`config.mk`:
```
export PLATFORM = sky130hd
export DESIGN_NAME = alu_op_sequencer_flat
export DESIGN_NICKNAME = d
export VERILOG_FILES = /design/src/rtl/alu_op_sequencer_if.sv /design/src/rtl/alu_op_sequencer.sv /design/src/flat_wrapper.sv
export SDC_FILE = /design/constraint.sdc
export NUM_CORES = 1
export LEC_CHECK = 0
export ABC_AREA = 1
export CAP_MARGIN = 5
export CORE_UTILIZATION = 40
export DETAILED_ROUTE_END_ITERATION = 10
export PLACE_DENSITY_LB_ADDON = 0.2
export SYNTH_ARGS = -nofsm -noshare
export SYNTH_HDL_FRONTEND = slang
export SYNTH_SLANG_ARGS = --single-unit
export TNS_END_PERCENT = 1
```
`constraint.sdc`:
```
create_clock -name clk -period 2.8 [get_ports clk]
set_input_delay 0.28 -clock clk [delete_from_list [all_inputs] [get_ports clk]]
set_output_delay 0.28 -clock clk [all_outputs]
set_load 0.05 [all_outputs]
```
`src/rtl/alu_op_sequencer_if.sv`:
```
// alu_op_sequencer_if: bundles the command handshake, register-file preload
// port, ALU operand/result bus and retire status of the ALU op sequencer.
//   master : instruction-decode / ALU side (drives cmd_*, load_*, alu_z/carries)
//   slave  : the sequencer (drives cmd_ready, alu_x/y/fn, done/err/flags/rd_data)
interface alu_op_sequencer_if #(parameter int DW = 16);
  logic          cmd_valid;
  logic          cmd_ready;
  logic [2:0]    cmd_op;
  logic [2:0]    cmd_ra;
  logic [2:0]    cmd_rb;
  logic [2:0]    cmd_rd;
  logic          load_en;
  logic [2:0]    load_addr;
  logic [DW-1:0] load_data;
  logic [DW-1:0] alu_x;
  logic [DW-1:0] alu_y;
  logic [2:0]    alu_fn;
  logic [DW-1:0] alu_z;
  logic          alu_carry;
  logic          alu_carry_n_1;
  logic          done;
  logic          err;
  logic [3:0]    flags;
  logic [DW-1:0] rd_data;

  modport master (
    output cmd_valid, cmd_op, cmd_ra, cmd_rb, cmd_rd,
    output load_en, load_addr, load_data,
    output alu_z, alu_carry, alu_carry_n_1,
    input  cmd_ready, alu_x, alu_y, alu_fn, done, err, flags, rd_data
  );

  modport slave (
    input  cmd_valid, cmd_op, cmd_ra, cmd_rb, cmd_rd,
    input  load_en, load_addr, load_data,
    input  alu_z, alu_carry, alu_carry_n_1,
    output cmd_ready, alu_x, alu_y, alu_fn, done, err, flags, rd_data
  );
endinterface

```
`src/rtl/alu_op_sequencer.sv`:
```
// alu_op_sequencer: multi-cycle controller for the 16-bit ALU. Accepts one
// register-to-register command over valid/ready, owns an 8x16 register file,
// and walks IDLE -> READ -> EXEC -> WB per command.
// Ports:
//   clk    rising-edge clock
//   reset  synchronous, active-high; clears FSM, outputs and register file
//   bus    alu_op_sequencer_if.slave (command, preload, ALU bus, retire status)
// Optional build macro ALU_SEQ_BACK2BACK_EN: accept a new command while in WB
// (1 command per 3 cycles). Undefined: accept only in IDLE (1 per 4 cycles).
module alu_op_sequencer #(
  parameter int NREG = 8,
  parameter int DW   = 16
) (
  input  logic              clk,
  input  logic              reset,
  alu_op_sequencer_if.slave bus
);
  typedef enum logic [1:0] {IDLE, READ, EXEC, WB} state_t;

  localparam logic [2:0] FN_PARK    = 3'b111;
  localparam logic [2:0] OP_ILLEGAL = 3'b111;

  state_t                   state;
  logic [NREG-1:0][DW-1:0]  rf;
  logic [2:0]               op, ra, rb, rd;
  logic                     accept;
  logic                     arith;
  logic [3:0]               new_flags;

  assign accept = bus.cmd_valid & bus.cmd_ready;

  // Carry/overflow are only meaningful for inc and add.
  assign arith     = (op == 3'b001) || (op == 3'b011);
  assign new_flags = {(bus.alu_z == '0), bus.alu_z[DW-1],
                      arith & bus.alu_carry,
                      arith & (bus.alu_carry ^ bus.alu_carry_n_1)};

  always_ff @(posedge clk) begin
    if (reset) begin
      state         <= IDLE;
      bus.cmd_ready <= 1'b1;
      bus.done      <= 1'b0;
      bus.err       <= 1'b0;
      bus.flags     <= '0;
      bus.rd_data   <= '0;
      bus.alu_x     <= '0;
      bus.alu_y     <= '0;
      bus.alu_fn    <= FN_PARK;
      rf            <= '0;
      op            <= '0;
      ra            <= '0;
      rb            <= '0;
      rd            <= '0;
    end else begin
      case (state)
        IDLE: begin
          // A command accept wins over a same-cycle preload.
          if (accept) begin
            op            <= bus.cmd_op;
            ra            <= bus.cmd_ra;
            rb            <= bus.cmd_rb;
            rd            <= bus.cmd_rd;
            bus.cmd_ready <= 1'b0;
            state         <= READ;
          end else if (bus.load_en) begin
            rf[bus.load_addr] <= bus.load_data;
          end
        end
        READ: begin
          bus.alu_x  <= rf[ra];
          bus.alu_y  <= rf[rb];
          // fn leaves the parked code only for EXEC, so the ALU always sees
          // an fn_sel edge and evaluates.
          bus.alu_fn <= op;
          state      <= EXEC;
        end
        EXEC: begin
          // Result capture and register write share this edge, so a command
          // accepted in WB already reads the retiring value in its READ.
          bus.alu_fn <= FN_PARK;
          bus.done   <= 1'b1;
          bus.err    <= (op == OP_ILLEGAL);
          if (op != OP_ILLEGAL) begin
            rf[rd]      <= bus.alu_z;
            bus.flags   <= new_flags;
            bus.rd_data <= bus.alu_z;
          end
`ifdef ALU_SEQ_BACK2BACK_EN
          bus.cmd_ready <= 1'b1;
`endif
          state <= WB;
        end
        WB: begin
          bus.done <= 1'b0;
          bus.err  <= 1'b0;
`ifdef ALU_SEQ_BACK2BACK_EN
          if (accept) begin
            op            <= bus.cmd_op;
            ra            <= bus.cmd_ra;
            rb            <= bus.cmd_rb;
            rd            <= bus.cmd_rd;
            bus.cmd_ready <= 1'b0;
            state         <= READ;
          end else begin
            bus.cmd_ready <= 1'b1;
            state         <= IDLE;
          end
`else
          bus.cmd_ready <= 1'b1;
          state         <= IDLE;
`endif
        end
        default: state <= IDLE;
      endcase
    end
  end
endmodule

```
`src/flat_wrapper.sv`:
```
// flat-port wrapper written by rule: the top's interface ports become plain ports
module alu_op_sequencer_flat 
#(
  parameter int NREG = 8,
  parameter int DW   = 16
)
  (clk, reset, bus_cmd_valid, bus_cmd_op, bus_cmd_ra, bus_cmd_rb, bus_cmd_rd, bus_load_en, bus_load_addr, bus_load_data, bus_alu_z, bus_alu_carry, bus_alu_carry_n_1, bus_cmd_ready, bus_alu_x, bus_alu_y, bus_alu_fn, bus_done, bus_err, bus_flags, bus_rd_data);
  alu_op_sequencer_if #(.DW(DW)) bus_i ();
  input  logic clk;
  input  logic reset;
  input wire logic [$bits(bus_i.cmd_valid)-1:0] bus_cmd_valid;
  input wire logic [$bits(bus_i.cmd_op)-1:0] bus_cmd_op;
  input wire logic [$bits(bus_i.cmd_ra)-1:0] bus_cmd_ra;
  input wire logic [$bits(bus_i.cmd_rb)-1:0] bus_cmd_rb;
  input wire logic [$bits(bus_i.cmd_rd)-1:0] bus_cmd_rd;
  input wire logic [$bits(bus_i.load_en)-1:0] bus_load_en;
  input wire logic [$bits(bus_i.load_addr)-1:0] bus_load_addr;
  input wire logic [$bits(bus_i.load_data)-1:0] bus_load_data;
  input wire logic [$bits(bus_i.alu_z)-1:0] bus_alu_z;
  input wire logic [$bits(bus_i.alu_carry)-1:0] bus_alu_carry;
  input wire logic [$bits(bus_i.alu_carry_n_1)-1:0] bus_alu_carry_n_1;
  output wire logic [$bits(bus_i.cmd_ready)-1:0] bus_cmd_ready;
  output wire logic [$bits(bus_i.alu_x)-1:0] bus_alu_x;
  output wire logic [$bits(bus_i.alu_y)-1:0] bus_alu_y;
  output wire logic [$bits(bus_i.alu_fn)-1:0] bus_alu_fn;
  output wire logic [$bits(bus_i.done)-1:0] bus_done;
  output wire logic [$bits(bus_i.err)-1:0] bus_err;
  output wire logic [$bits(bus_i.flags)-1:0] bus_flags;
  output wire logic [$bits(bus_i.rd_data)-1:0] bus_rd_data;
  assign bus_i.cmd_valid = bus_cmd_valid;
  assign bus_i.cmd_op = bus_cmd_op;
  assign bus_i.cmd_ra = bus_cmd_ra;
  assign bus_i.cmd_rb = bus_cmd_rb;
  assign bus_i.cmd_rd = bus_cmd_rd;
  assign bus_i.load_en = bus_load_en;
  assign bus_i.load_addr = bus_load_addr;
  assign bus_i.load_data = bus_load_data;
  assign bus_i.alu_z = bus_alu_z;
  assign bus_i.alu_carry = bus_alu_carry;
  assign bus_i.alu_carry_n_1 = bus_alu_carry_n_1;
  assign bus_cmd_ready = bus_i.cmd_ready;
  assign bus_alu_x = bus_i.alu_x;
  assign bus_alu_y = bus_i.alu_y;
  assign bus_alu_fn = bus_i.alu_fn;
  assign bus_done = bus_i.done;
  assign bus_err = bus_i.err;
  assign bus_flags = bus_i.flags;
  assign bus_rd_data = bus_i.rd_data;
  alu_op_sequencer #(.NREG(NREG), .DW(DW)) u_core (.clk(clk), .reset(reset), .bus(bus_i));
endmodule
```
==> After elaboration in Yosys (flattened, before gate mapping) <==
Index checks and enable logic that the tools add are counted.
{ "word_totals": {"ff_bits": 200, "latch_bits": 0, "ramBits": 0, "mem_bits_ro": 0, "out_inout_bits": 58, "elab_cells": 76, "mem_count": 0} }
{ "classes": {"n_addsub": 0, "multipliers": 0, "n_div": 0, "magnitude_cmp": 6, "eq_ne": 11, "shifts": 0, "muxes": 21, "bitwise_logic": 4, "reduce_logical": 13} }
{ "ops": {"columns": ["operator", "n"], "rows": [
  ["2-to-1 mux 128 bit", 3],
  ["bitwise mux 128 bit", 2],
  ["one-hot mux 128 bit (2 select lines)", 1],
  ["binary-select mux 16 bit (select 3 bit)", 2],
  ["demux 16 bit (select 3 bit)", 2],
  ["2-to-1 mux 16 bit", 4],
  ["zero test 16 bit", 1],
  ["less-than comparator 3 x 4 -> 1 bit (second input constant)", 4],
  ["one-hot mux 2 bit (4 select lines)", 1],
  ["nonzero test 2 bit", 4],
  ["greater-or-equal comparator 3 x 1 -> 1 bit (second input constant)", 2],
  ["one-hot mux 1 bit (2 select lines)", 3],
  ["one-hot mux 3 bit (2 select lines)", 1],
  ["AND reduction 2 bit", 3],
  ["equality test 2 bit (second input constant)", 2],
  ["inequality test 2 x 1 -> 1 bit (second input constant)", 2],
  ["inequality test 2 bit (second input constant)", 2],
  ["AND reduction 4 bit", 1],
  ["bitwise AND 1 bit", 3],
  ["equality test 3 x 1 -> 1 bit (second input constant)", 1],
  ["equality test 3 x 2 -> 1 bit (second input constant)", 1],
  ["equality test 3 bit (second input constant)", 1],
  ["inequality test 3 bit (second input constant)", 1],
  ["equality test 2 x 1 -> 1 bit (second input constant)", 1],
  ["6 further kinds", 7]
]} }

==> Depth between registers and ports, before layout <==
Gate-level depths: netlist (run 1).
{ "logic_depth": {"depth_word": 8, "ltp_mapped": 13, "mapped_depth_nobuf": 11} }

==> Worst setup path before layout (run 1) <==
OpenSTA, ideal clock, no wires.
{ "synth_path": {"path_kind": "reg-to-reg", "startpoint": "register u_core.state[0]", "endpoint": "register u_core.rf[21] in the netlist's numbering", "setup_time_ns": 0.113, "arrival_ns": 1.506, "path_slack_ns": 1.181, "path_stages_with_launch": 11, "path_buffers": 2, "synth_period_minus_slack_ns": 1.619, "cell_sequence": "dfxtp_1 > inv_1 > ha_1 > buf_6 > nor2_4 > nand2_2 > nand2_1 > nand3_2 > buf_2 > nor2_1 > nor2_1"} }
{ "synth_between": {"elab_chain_len": 3, "word_cells_on_any_way": 8, "classes_between": "4 x eq/ne; 1 x mux; 3 x reduce/logical"} }
{ "synth_rtl": {"columns": ["item", "line_no", "rtl"], "rows": [
  ["start, declared", "alu_op_sequencer.sv:23", "state_t state;"],
  ["start signal, assigned", "alu_op_sequencer.sv:40", "state <= IDLE;"],
  ["start signal, assigned", "alu_op_sequencer.sv:64", "state <= READ;"],
  ["start signal, assigned", "alu_op_sequencer.sv:75", "state <= EXEC;"],
  ["equality test 2 bit or zero test 2 bit (tied branches)", "alu_op_sequencer.sv:55", "case (state)"],
  ["inequality test 2 x 1 -> 1 bit (no source line), or another cell as far along", null, null],
  ["AND reduction 4 bit (no source line)", null, null],
  ["end signal, assigned by index", "alu_op_sequencer.sv:66", "rf[bus.load_addr] <= bus.load_data;"],
  ["end signal, assigned by index", "alu_op_sequencer.sv:84", "rf[rd] <= bus.alu_z;"],
  ["end, declared", "alu_op_sequencer.sv:24", "logic [NREG-1:0][DW-1:0] rf;"]
]} }
Parallel ways exist; a longest one is shown, timed or not.
A chain may end at the register's enable or synchronous reset.

==> Worst setup path after layout (run 1) <==
{ "layout_path": {"startpoint": "register u_core.state[0]", "endpoint": "register u_core.rf[103] in the netlist's numbering"} }
Same word-level chain as after synthesis.

==> summary.txt, run 1 <==
Outcome: completed
CTS Sinks: 199
Top cell type's share of synthesized area: 33.8%
Worst Tran Pin Value: 1.01 ns
Final Cycle Share: 84.1%
Synth Instances: 2,018
Ranking of synthesized cells by area: dfxtp_1 34%, nand2_1 23%, nor2_1 8.8%, nand3_1 8.7%, inv_1 7.2%
Core Util, Final: 47.4%
Num ports: 111
Design Power: 13.0 mW
DR iter-0 viols: 1,526
Crit-path cells: inv_1 > ha_1 > nand2_1 > nand2_2 > nand3_2 > buf_12 > nor2_1 > nor2_1
Clock tree buffer depth: 2
Max-cap viol count: 0
First-pass GRT wire length: 67,600 um
CP Depth: 8
Critical-path top delay cell: ha_1
Critical Path Start Type: flip-flop
Post-route setup TNS: 0 ns
Share of post-route cells with drive strength above 1: 4.97%
Die Area: 30,200 um^2
CP most frequent cell: nor2_1
Wirelength per Cell: 17.8 um
Flop-to-flop setup slack: 0.45 ns
Distinct cells, synth: 29
Initial antenna violation count: 0
Buffer count from post-CTS setup fixing: 0
Synth warn: 0
ANT nets after route: 0
Worst r2r src: u_core.state[0]$_SDFFE_PP0P_
CTS H-tree lvls: 4
Register bit total from synthesis: 199
DP Wirelength: 28,500 um
TritonRoute pass-1 iters: 6
Min-delay worst type: in2reg
GRT Util Overall: 28.8%
Starting Density: 40.9%
DRC: 0
R2R Path End: u_core.rf[103]$_SDFFE_PP0P_
CP arrival: 2.69 ns
Hold Crit Depth: 3
Crit path launch: u_core.state[0]$_SDFFE_PP0P_
Syn_nets: 2,076
Pwr dens: 951 nW/um^2
Post-route design area: 13,700 um^2
CP max FO: 18
Crit path largest cell delay: 0.50 ns
Die H: 174 um
I/O Buffers: 110
Crit-path leading delay family: simple AND/OR/NAND/NOR gates
Root Buffer: clkbuf_16
Clock slew at reported path FFs: 0.07 ns
Nets: 2,117
Core ar.: 28,900 um^2
VDD IR-drop max: 0.442 mV
Cts repair resizes: 0
CTS tree: done
Final hold vios: 0
Final GP Congestion: 0.877
RSZ-0062 raised after global routing: false
Worst setup path class: reg2reg
Yosys top cell by area: dfxtp_1
Area Growth Syn to Fin: 15.9%
Hold_buf cts: 0
CTS buffer count: 17
CP Buf/Inv Count: 2
Vias in the first global route: 11,700
Clock Latency Late Sink: 0.43 ns
Slew HR: 32.8%
Avg Inst Size Synth: 5.85 um^2
Vias: 13,000
Pleak: 6.82 nW
Placement Rows: 62
Grt ovf: 0
Endpoints failing setup: 0
Placement-stage cell area: 13,200 um^2
Die width: 174 um
Total Wirelength: 43,700 um
Tmin final: 2.35 ns
Slew Limit Fails: 0
Via density: 5.28
N_diodes: 0
Post-synthesis sequential area ratio: 33.8%
Required @ worst endpoint: 3.13 ns
Critical path endpoint: u_core.rf[103]$_SDFFE_PP0P_
Area of the mapped netlist: 11,800 um^2
F_max: 425 MHz
CP endpoint kind: flip-flop
Largest net degree at the start of global routing: 65
Layout Skew: 0.00942 ns
Worst r2r path cells: 8
cells in the mapped netlist:
| master | n |
|---|---|
| buf_2 | 32 |
| nand3_1 | 206 |
| dfxtp_1 | 199 |
| clkinv_1 | 2 |
| xor2_1 | 1 |
| o21ai_0 | 83 |
| nor2_4 | 5 |
| a31oi_1 | 1 |
| o22ai_1 | 64 |
| a211oi_1 | 16 |
| inv_2 | 9 |
| buf_1 | 26 |
| nor3_1 | 1 |
| nand2_1 | 715 |
| o31ai_1 | 1 |
| nand4_1 | 9 |
| o2111ai_1 | 1 |
| nor2_2 | 1 |
| nand2_2 | 8 |
| nand3_2 | 6 |
| inv_1 | 227 |
| buf_4 | 16 |
| a21oi_1 | 49 |
| nor3_4 | 2 |
| ha_1 | 5 |
| clkbuf_1 | 51 |
| nor2_1 | 278 |
| nand4_4 | 1 |
| buf_6 | 3 |
stage by stage:
stage          setup WS (ns)  std cells  hold slack [ns]
3_5_place_dp           0.492       2424            0.469
5_1_grt                0.214       2455            0.475
6_report               0.445       2455            0.474
3_3_place_gp           0.596       2424            0.464
4_1_cts                0.482       2455            0.471
2_1_floorplan           1.18       2018            0.438
sequential cells by signal, indices dropped and copies added (netlist names):
| register | cells |
|---|---|
| u_core.bus.rd_data | 15 |
| u_core.bus.alu_y | 16 |
| u_core.bus.done | 1 |
| u_core.bus.alu_fn | 3 |
| u_core.rd | 3 |
| u_core.rb | 3 |
| u_core.state | 2 |
| u_core.bus.cmd_ready | 1 |
| u_core.rf | 128 |
| u_core.op | 3 |
| u_core.bus.alu_x | 16 |
| u_core.bus.flags | 4 |
| u_core.bus.err | 1 |
| u_core.ra | 3 |
layer usage:
layer	track usage, %	part of all wire [%]	vias up
met1	41.3	44	5798
met3	5.18	11	80
met2	42.9	42	737
met5	0	0	-
li1	-	-	6358
met4	10.3	3.0	0
layout make-up:
class	count	area [um^2]
clock buffers	21	450
clock inverters	10	71.3
fillers	3134	15200
inverters	238	896
multi-input cells	1453	6320
flip-flops and latches	199	3990
well taps	384	480
repair buffers	150	1460
report_power, final:
group	internal, mW	leakage, nW	switching (mW)	total (mW)
logic	1.99	4.95	4.86	6.85
clock network	1.16	0.258	1.15	2.32
registers	3.46	1.62	0.376	3.83
total	6.61	6.82	6.39	13.0
cells in the final DEF (no fill, tap or decap), types with 4 or more instances in the layout:
master,instances
a211oi_1,16
nand2_1,715
nand3_1,206
nor2_4,5
ha_1,4
clkinv_1,4
nor2_1,278
clkdlybuf4s50_1,110
o21ai_0,83
inv_1,225
o22ai_1,64
clkbuf_16,17
inv_2,8
nand4_1,9
buf_4,35
dfxtp_1,197
a21oi_1,49
nand3_2,6
buf_12,5
nand2_2,8
clkinv_2,4
worst min-delay path by stage:
stage,from,slack (ns),to
CTS,bus_alu_z[7],0.47,u_core.bus.rd_data[7]$_SDFFE_PP0P_
detailed placement,u_core.bus.flags[1]$_SDFFE_PP0P_,0.47,u_core.bus.flags[1]$_SDFFE_PP0P_
floorplan,bus_alu_z[11],0.44,u_core.bus.rd_data[11]$_SDFFE_PP0P_
finish,bus_alu_z[7],0.47,u_core.bus.rd_data[7]$_SDFFE_PP0P_
global route,bus_alu_z[14],0.48,u_core.bus.rd_data[14]$_SDFFE_PP0P_
global placement,u_core.rf[41]$_SDFFE_PP0P_,0.46,u_core.rf[41]$_SDFFE_PP0P_
cells by family after synthesis:
kind of cell | count (synthesis) | synth area share, %
DFF | 199 | 33.8
xor gates and xnor gates | 1 | 0.0742
buffers and inverters | 366 | 12.7
AOI/OAI and AO/OA | 215 | 10.2
adders and majority gates | 5 | 0.530
and+or+nand+nor | 1232 | 42.8
worst register-to-register path: stages (launching register included):
cell,delay [ns]
dfxtp_1,0.33
inv_1,0.13
ha_1,0.50
nand2_1,0.14
nand2_2,0.21
nand3_2,0.42
buf_12,0.33
nor2_1,0.13
nor2_1,0.06
Note: power is estimated with default switching activity, not from simulation.
==> run 2, diff against run 1 <==
- clock period: 2.8 -> 1.9 ns (I/O delays scaled with it)
==> run 2 against run 1 <==
First-iteration DRC count up 1.8%. Sequential share of layout area fell by 0.80 points. Sequential cell count is the same. Routed wire length down 0.22%. Core utilization up 1.3 points. Worst hold slack got worse by 0.087 ns. Sequential power increased by 46%.
==> summary.txt, run 2 (synthesized netlist as in run 1, its figures left out) <==
Num ports: 111
Core ar.: 28,900 um^2
Grt ovf: 0
Clock tree buffer depth: 2
RSZ-0062 raised after global routing: false
Die width: 174 um
Total Wirelength: 43,600 um
Max FFs per register: 128
Die H: 174 um
Slew Limit Fails: 0
Nets: 2,128
CTS H-tree lvls: 4
Clock Latency Late Sink: 0.44 ns
Critical path endpoint: bus_cmd_ready
GR peak layer: met2
Pleak: 6.98 nW
CP endpoint kind: primary output
DRC: 0
Placement Rows: 62
Flop-to-flop setup slack: 0.11 ns
Crit-path cells: clkdlybuf4s50_1
Most frequent cells in the layout: 713 x nand2_1, 278 x nor2_1, 217 x inv_1, 206 x nand3_1, 196 x dfxtp_1
Endpoints failing setup: 0
Worst r2r src: u_core.state[0]$_SDFFE_PP0P_
Via density: 5.28
Critical Path Start Type: flip-flop
DR iter-0 viols: 1,553
Pwr dens: 1400 nW/um^2
Met3 Resource Use GR: 5.64%
Final hold vios: 0
Critical-path top delay cell: clkdlybuf4s50_1
Worst Tran Pin Value: 0.532 ns
Design Power: 19.7 mW
Max-cap viol count: 0
Commonest non-fill, non-tap cell in the layout: nand2_1
Tmin final: 1.84 ns
Root Buffer: clkbuf_16
Final Cycle Share: 96.6%
Clock slew at reported path FFs: 0.08 ns
First-pass GRT wire length: 68,100 um
Top flop regs: u_core.rf: 128 flops, u_core.bus.alu_x: 16 flops, u_core.bus.alu_y: 16 flops
Register bank with the most flops: u_core.rf
Vias in the first global route: 11,800
Routing usage on met2: 41.9%
I/O Buffers: 110
Global-route track usage on met1: 41.8%
Crit path largest cell delay: 0.83 ns
TritonRoute pass-1 iters: 6
Fin Hold WS: 0.387 ns
Largest net degree at the start of global routing: 66
Required @ worst endpoint: 1.71 ns
CP Depth: 1
VDD IR-drop max: 0.688 mV
CP arrival: 1.65 ns
Initial antenna violation count: 0
Crit-path leading delay family: buffers and inverters
Min-delay worst type: in2reg
Vias: 13,000
Wirelength per Cell: 17.7 um
Post-route setup TNS: 0 ns
N_diodes: 0
Die Area: 30,200 um^2
Share of post-route cells with drive strength above 1: 6.20%
DP Wirelength: 28,900 um
CTS buffer count: 17
Outcome: completed
CP max FO: 4
Final GP Congestion: 0.874
R2R Path End: u_core.rf[118]$_SDFFE_PP0P_
Slew HR: 64.4%
CTS tree: done
Crit path launch: u_core.bus.cmd_ready$_SDFFE_PP1P_
Area Growth Syn to Fin: 19.1%
ANT nets after route: 0
Starting Density: 40.9%
Layout Skew: 0.0106 ns
CP Buf/Inv Count: 1
CTS Sinks: 199
Worst setup path class: reg2out
F_max: 545 MHz
Worst r2r path cells: 9
GRT Util Overall: 28.9%
Buffer count from post-CTS setup fixing: 0
run 2: cell types whose count changed in the layout (fill, tap and decap cells not counted), sizes merged:
cell,previous run,this run
buf,40,51
clkinv,10,7
inv,237,240
bufinv,0,2
clkbuf,21,19
run 2: repair_timing:
item	CTS	global route
setup endpoints to repair	2	55
gates resized for setup	1	15
endpoints found under the hold margin	0	0
hold buffers	0	0
run 2: worst register-to-register path: cells and delay by family, from the launching register on:
kind | cells | cell delay (ns)
buffers and inverters | 3 | 0.48
AND/OR/NAND/NOR | 4 | 0.44
adder cells (fa/ha/maj) | 1 | 0.21
AO/OA/AOI/OAI | 1 | 0.27
flip-flops | 1 | 0.34
run 2: layout make-up:
class,instances,area (um^2)
flip-flops and latches,199,3990
well taps,384,480
clock buffers,19,453
multi-input cells,1453,6340
fillers,3067,14800
inverters,238,901
repair buffers,161,1760
clock inverters,12,140
run 2: how the worst min path moves through the flow:
| stage | startpoint | endpoint | slack, ns | cells after the start |
|---|---|---|---|---|
| global placement | u_core.bus.alu_fn[0]$_SDFFE_PP1P_ | u_core.bus.alu_fn[0]$_SDFFE_PP1P_ | 0.46 | 2 |
| detailed placement | u_core.bus.alu_fn[0]$_SDFFE_PP1P_ | u_core.bus.alu_fn[0]$_SDFFE_PP1P_ | 0.46 | 2 |
| floorplan | bus_alu_z[11] | u_core.bus.rd_data[11]$_SDFFE_PP0P_ | 0.35 | 2 |
| global route | bus_cmd_rd[0] | u_core.rd[0]$_SDFFE_PP0P_ | 0.40 | 3 |
| finish | bus_cmd_op[1] | u_core.op[1]$_SDFFE_PP0P_ | 0.39 | 3 |
| CTS | bus_cmd_op[1] | u_core.op[1]$_SDFFE_PP0P_ | 0.38 | 3 |
run 2: per-stage QoR:
| step | cell area [um^2] | utilization, % | setup slack, ns | instances |
|---|---|---|---|---|
| final | 14100 | 48.7 | 0.0643 | 2466 |
| after global routing | 14100 | 48.7 | 0.00272 | 2466 |
| after CTS | 14000 | 48.7 | 0.0463 | 2466 |
| after detailed placement | 13400 | 46.6 | 0.0108 | 2435 |
| after global placement | 13400 | 46.6 | 0.102 | 2435 |
| after floorplan | 11800 | - | 0.281 | 2018 |
run 2: metal layers:
metal,vias to the layer above,part of all wire (%)
met5,-,0
met4,0,3.4
met3,101,11
met2,689,41
met1,5848,45
li1,6373,-
run 2: where the power goes:
group	internal [mW]	leakage [nW]	switching, mW
logic	3.15	5.06	7.19
clock network	2.03	0.294	1.75
registers	5.10	1.62	0.516
total	10.3	6.98	9.45
==> run 3, diff against run 2 <==
- SETUP_SLACK_MARGIN: unset -> 0.1
==> run 3 against run 2 <==
Die area did not move. Cell count rose by 0.24%. Setup slack improved by 0.023 ns. Register-to-register slack lost 0.02 ns. Global-route usage unchanged. Sequential power is essentially flat. Clock skew grew 0.0018 ns. Non-clock buffer count increased by 6. Worst hold slack worse by 0.0043 ns. Core utilization rose by 0.61 points. Count of clock-buffer cells in the layout did not move. Critical path type is now reg2reg. Sequential cell count unchanged.
==> summary.txt, run 3 (synthesized netlist as in run 1, its figures left out) <==
Clock tree buffer depth: 2
Critical Path Start Type: flip-flop
CTS H-tree lvls: 4
Worst setup path class: reg2reg
Layout Skew: 0.0124 ns
Worst Tran Pin Value: 0.532 ns
Tmin final: 1.81 ns
Clock network fraction of design power: 19.0%
Grt ovf: 0
Crit path largest cell delay: 0.35 ns
Total Wirelength: 45,400 um
Min-delay worst type: in2reg
Commonest non-fill, non-tap cell in the layout: nand2_1
RSZ-0062 raised after global routing: true
Sw power: 9.60 mW
Wirelength per Cell: 18.3 um
DRC: 0
Starting Density: 40.9%
Die Area: 30,200 um^2
Placement Rows: 62
Endpoints failing setup: 0
GRT Util Overall: 28.9%
Metal1 wirelength: 19,600 um
Required @ worst endpoint: 2.24 ns
Place WS: 0.0108 ns
CP endpoint kind: flip-flop
Final GP Congestion: 0.874
TritonRoute pass-1 iters: 8
Logic pwr share: 52.8%
Sequential share of power: 28.1%
Max-cap viol count: 0
Vias: 13,200
DR iter-0 viols: 1,688
Critical-path top delay cell: dfxtp_1
CTS tree: done
CP arrival: 2.15 ns
Outcome: completed
Clock Latency Late Sink: 0.45 ns
Core ar.: 28,900 um^2
Crit-path cells: inv_2 > ha_4 > clkbuf_16 > nor2_4 > nand2_2 > nand2_1 > nand3_4 > clkbuf_16 > nor2_1 > nor2_1
Slew HR: 64.4%
Root Buffer: clkbuf_16
Post-route setup TNS: 0 ns
DP Wirelength: 28,900 um
CTS buffer count: 17
CTS Sinks: 199
Slew Limit Fails: 0
Core Util, Final: 49.3%
VDD IR-drop max: 0.702 mV
Num ports: 111
I/O Buffers: 110
Met3 wire length: 5320 um
Pleak: 7.05 nW
ANT nets after route: 0
Die width: 174 um
Hold Crit Depth: 3
Vias in the first global route: 11,800
Final Cycle Share: 95.4%
Area Growth Syn to Fin: 20.6%
CP Depth: 10
Sw frac: 48.1%
Initial antenna violation count: 0
F_max: 552 MHz
Met2 routed wirelength: 18,600 um
Via density: 5.36
Share of post-route cells with drive strength above 1: 6.70%
Design Power: 20.0 mW
P_int: 10.4 mW
First-pass GRT wire length: 68,100 um
Final WS setup: 0.0876 ns
Die H: 174 um
Register bank with the most flops: u_core.rf
Pwr dens: 1400 nW/um^2
Nets: 2,134
Crit-path leading delay family: simple AND/OR/NAND/NOR gates
Final hold vios: 0
CP Buf/Inv Count: 3
Max layer used: met4
Most frequent cells in the layout: 711 x nand2_1, 278 x nor2_1, 216 x inv_1, 205 x nand3_1, 196 x dfxtp_1
Largest net degree at the start of global routing: 66
Clock slew at reported path FFs: 0.07 ns
CP max FO: 16
Max FFs per register: 128
Worst r2r path cells: 10
N_diodes: 0
Top flop regs: u_core.rf: 128 flops, u_core.bus.alu_x: 16 flops, u_core.bus.alu_y: 16 flops
## run 3: routing by layer
layer  vias up  track usage, %
met1      5915            41.8
met5         -               0
li1       6387               -
met2       816            41.9
met4         0            11.3
met3       128            5.64
## run 3: what timing repair did
item                                    in CTS  in global routing
hold buffers                                 0                  0
cloned                                       0                  5
buffers inserted                             0                  1
resized for setup                            1                 28
endpoints found under the setup margin      67                197
pin swaps                                    0                  5
## run 3: worst reg2reg max path, cell delays in order (launching register included)
cell	delay, ns
dfxtp_1	0.35
inv_2	0.07
ha_4	0.19
clkbuf_16	0.18
nor2_4	0.17
nand2_2	0.07
nand2_1	0.10
nand3_4	0.14
clkbuf_16	0.24
nor2_1	0.13
nor2_1	0.06
## run 3: worst paths after layout
check | startpoint | to | slack (ns)
min | bus_alu_z[15] | u_core.bus.flags[2]$_SDFFE_PP0P_ | 0.38
max reg2reg | u_core.state[0]$_SDFFE_PP0P_ | u_core.rf[48]$_SDFFE_PP0P_ | 0.09
max | u_core.state[0]$_SDFFE_PP0P_ | u_core.rf[48]$_SDFFE_PP0P_ | 0.09
min reg2reg | u_core.bus.alu_fn[0]$_SDFFE_PP1P_ | u_core.bus.alu_fn[0]$_SDFFE_PP1P_ | 0.48
## run 3: power groups by stage
stage | sequential (mW) | combinational [mW] | clock [mW]
2_1_floorplan | 7.18 | 5.24 | 0
3_3_place_gp | 5.68 | 9.99 | 0
3_5_place_dp | 5.70 | 10.1 | 0
4_1_cts | 5.61 | 10.1 | 3.83
5_1_grt | 5.74 | 11.3 | 4.01
6_report | 5.62 | 10.6 | 3.81
## run 3: metrics by stage
stage                     area, um^2  hold slack (ns)  cells
after floorplan                11800            0.348   2018
after global placement         13400            0.462   2435
after detailed placement       13400            0.462   2435
after CTS                      14000            0.381   2466
after global routing           14200            0.398   2472
final                          14200            0.382   2472
## run 3: layout make-up
class	instances	area [um^2]
clock buffer	19	453
clock inverter	12	140
fill	3046	14600
inverter	238	901
multi-input combinational	1453	6390
sequential	199	3990
tap	384	480
timing repair buffer	167	1880
==> patch: new RTL, flow settings as in run 1 <==
`DW` is set to 16 in 3 places; all go to 24.
--- a/src/rtl/alu_op_sequencer_if.sv
+++ b/src/rtl/alu_op_sequencer_if.sv
@@ -2,7 +2,7 @@
 // port, ALU operand/result bus and retire status of the ALU op sequencer.
 //   master : instruction-decode / ALU side (drives cmd_*, load_*, alu_z/carries)
 //   slave  : the sequencer (drives cmd_ready, alu_x/y/fn, done/err/flags/rd_data)
-interface alu_op_sequencer_if #(parameter int DW = 16);
+interface alu_op_sequencer_if #(parameter int DW = 24);
   logic          cmd_valid;
   logic          cmd_ready;
   logic [2:0]    cmd_op;
--- a/src/rtl/alu_op_sequencer.sv
+++ b/src/rtl/alu_op_sequencer.sv
@@ -9,7 +9,7 @@
 // (1 command per 3 cycles). Undefined: accept only in IDLE (1 per 4 cycles).
 module alu_op_sequencer #(
   parameter int NREG = 8,
-  parameter int DW   = 16
+  parameter int DW   = 24
 ) (
   input  logic              clk,
   input  logic              reset,
--- a/src/flat_wrapper.sv
+++ b/src/flat_wrapper.sv
@@ -2,7 +2,7 @@
 module alu_op_sequencer_flat 
 #(
   parameter int NREG = 8,
-  parameter int DW   = 16
+  parameter int DW   = 24
 )
   (clk, reset, bus_cmd_valid, bus_cmd_op, bus_cmd_ra, bus_cmd_rb, bus_cmd_rd, bus_load_en, bus_load_addr, bus_load_data, bus_alu_z, bus_alu_carry, bus_alu_carry_n_1, bus_cmd_ready, bus_alu_x, bus_alu_y, bus_alu_fn, bus_done, bus_err, bus_flags, bus_rd_data);
   alu_op_sequencer_if #(.DW(DW)) bus_i ();
Ports: changed (5 resized); port bits go from 111 to 151. The function was not compared with the original's and may differ.
==> patch against run 1 <==
  * Power grew 52%
  * Critical endpoint is now u_core.rf[150]
  * Setup slack lost 0.12 ns
  * First-iteration DRC count grew 21%
  * Sequential cell count grew 88
  * Highest routed layer unchanged
  * Core utilization grew 0.78 points
  * Area after synthesis grew 40%
  * Maximum frequency shrank 4.8%
  * Critical path depth grew 1
  * Combinational power grew 41%
  * Design area grew 43%
  * The flow now finishes with violations (design-rule violations)
  * Routed wire length grew 49%
==> patch: results (changes against run 1) <==
Outcome
  – Status: finished, violations left (was complete, no violations)
  – Failing checks: design-rule violations

Global routing
  – Met1 Usage GRT: 0.369 (was 0.413)
  – Vias in the first global route: 17300 (was 11700)
  – Gr usage total: 0.309 (was 0.288)
  – Grt met3 use: 0.0496 (was 0.0518)
  – M2 GR Usage: 0.497 (was 0.429)

Layout
  – Logic inverters: 279 (was 238)
  – CLK BUF: 56 (was 21)
  – Fraction of area in multi-input gates: 0.454 (was 0.463)
  – Fraction of area in non-clock buffers: 0.107 (about the same)
  – Clock buffers and inverters, area share: 0.0587 (was 0.0382)
  – Comb_multi_in: 2011 (was 1453)
  – Layout net count: 2895 (was 2117)
  – Number of non-clock buffers: 206 (was 150)
  – Largest registers: u_core.rf x192, u_core.bus.alu_x x24, u_core.bus.alu_y x24 (was u_core.rf x128, u_core.bus.alu_x x16, u_core.bus.alu_y x16)

Power
  – Leak: 9.31 nW (was 6.82 nW)
  – Clock Power Share: 0.234 (was 0.178)

Synth
  – Synth cell types: 28 (was 29)
  – Synth Area in XOR/XNOR: 0.000530 (was 0.000742)
  – Syn_area_per_cell: 5.95 um2 (was 5.85 um2)
  – Post-synthesis compound-gate area fraction: 0.146 (was 0.102)
  – Seq/Total Area, Yosys: 0.348 (was 0.338)
  – Top post-synthesis cells by area: dfxtp_1 35%, nand2_1 21%, nor2_1 10%, nand3_1 6.5%, inv_1 6.2% (was dfxtp_1 34%, nand2_1 23%, nor2_1 8.8%, nand3_1 8.7%, inv_1 7.2%)
  – Synth Area in Adders: 0.00379 (was 0.00530)

STA
  – Final hold slack: 0.368 ns (was 0.474 ns)
  – Clock Skew: 0.0110 ns (was 0.00942 ns)
  – Worst Max-Slew Pin Slew: 0.919 ns (was 1.01 ns)

Routing
  – Met3 wire len: 5490 um (was 4680 um)
  – Routed length on met2: 29400 um (was 18400 um)
  – DR pass1 iterations: 9 (was 6)
  – Vias post-DR: 18400 (was 13000)
  – Wire per inst: 19.2 um (was 17.8 um)
  – DRT iter0 DRCs: 1841 (was 1526)
  – Post-route DRC violation count: 1 (was 0)

Clock network
  – Clock buffer count from CTS: 36 (was 17)
  – Longest Clk Path Bufs: 3 (was 2)
  – Number of H-tree levels: 2 (was 4)

Placed design
  – Placed cell area: 18500 um2 (was 13200 um2)
  – I/O Buffers: 150 (was 110)
  – Gpl congestion: 0.873 (was 0.877)
  – Placed Cells incl. Taps: 3315 (was 2424)

Floorplan
  – Row Count: 74 (was 62)
## patch: cell count changes after synthesis, moves of 10 or more
cell	change
o22ai_1	+80
buf_2	+21
o211ai_1	+96
a21oi_1	+17
clkbuf_1	+75
nand3_1	+10
nand2_1	+200
buf_4	-14
or2_2	+10
nor2_1	+175
a211oi_1	-15
dfxtp_1	+88
inv_1	+47
buf_1	-15
## patch: final timing paths
| kind | start | to | cells after the start |
|---|---|---|---|
| worst max register to register | u_core.state[0] | u_core.rf[150] | 9 |
| worst min register to register | u_core.bus.flags[3] | u_core.bus.flags[3] | 2 |
| worst max-delay path | u_core.state[0] | u_core.rf[150] | 9 |
| worst min-delay path | bus_cmd_rd[2] | u_core.rd[2] | 3 |
## patch: worst reg2reg max path, stage by stage, from the launching register on
cell	delay (ns)
dfxtp_1	0.33
inv_1	0.12
ha_1	0.22
buf_4	0.18
nand4_1	0.44
nand3_2	0.23
buf_4	0.57
nand2_1	0.15
nand2_1	0.09
nor2_1	0.04
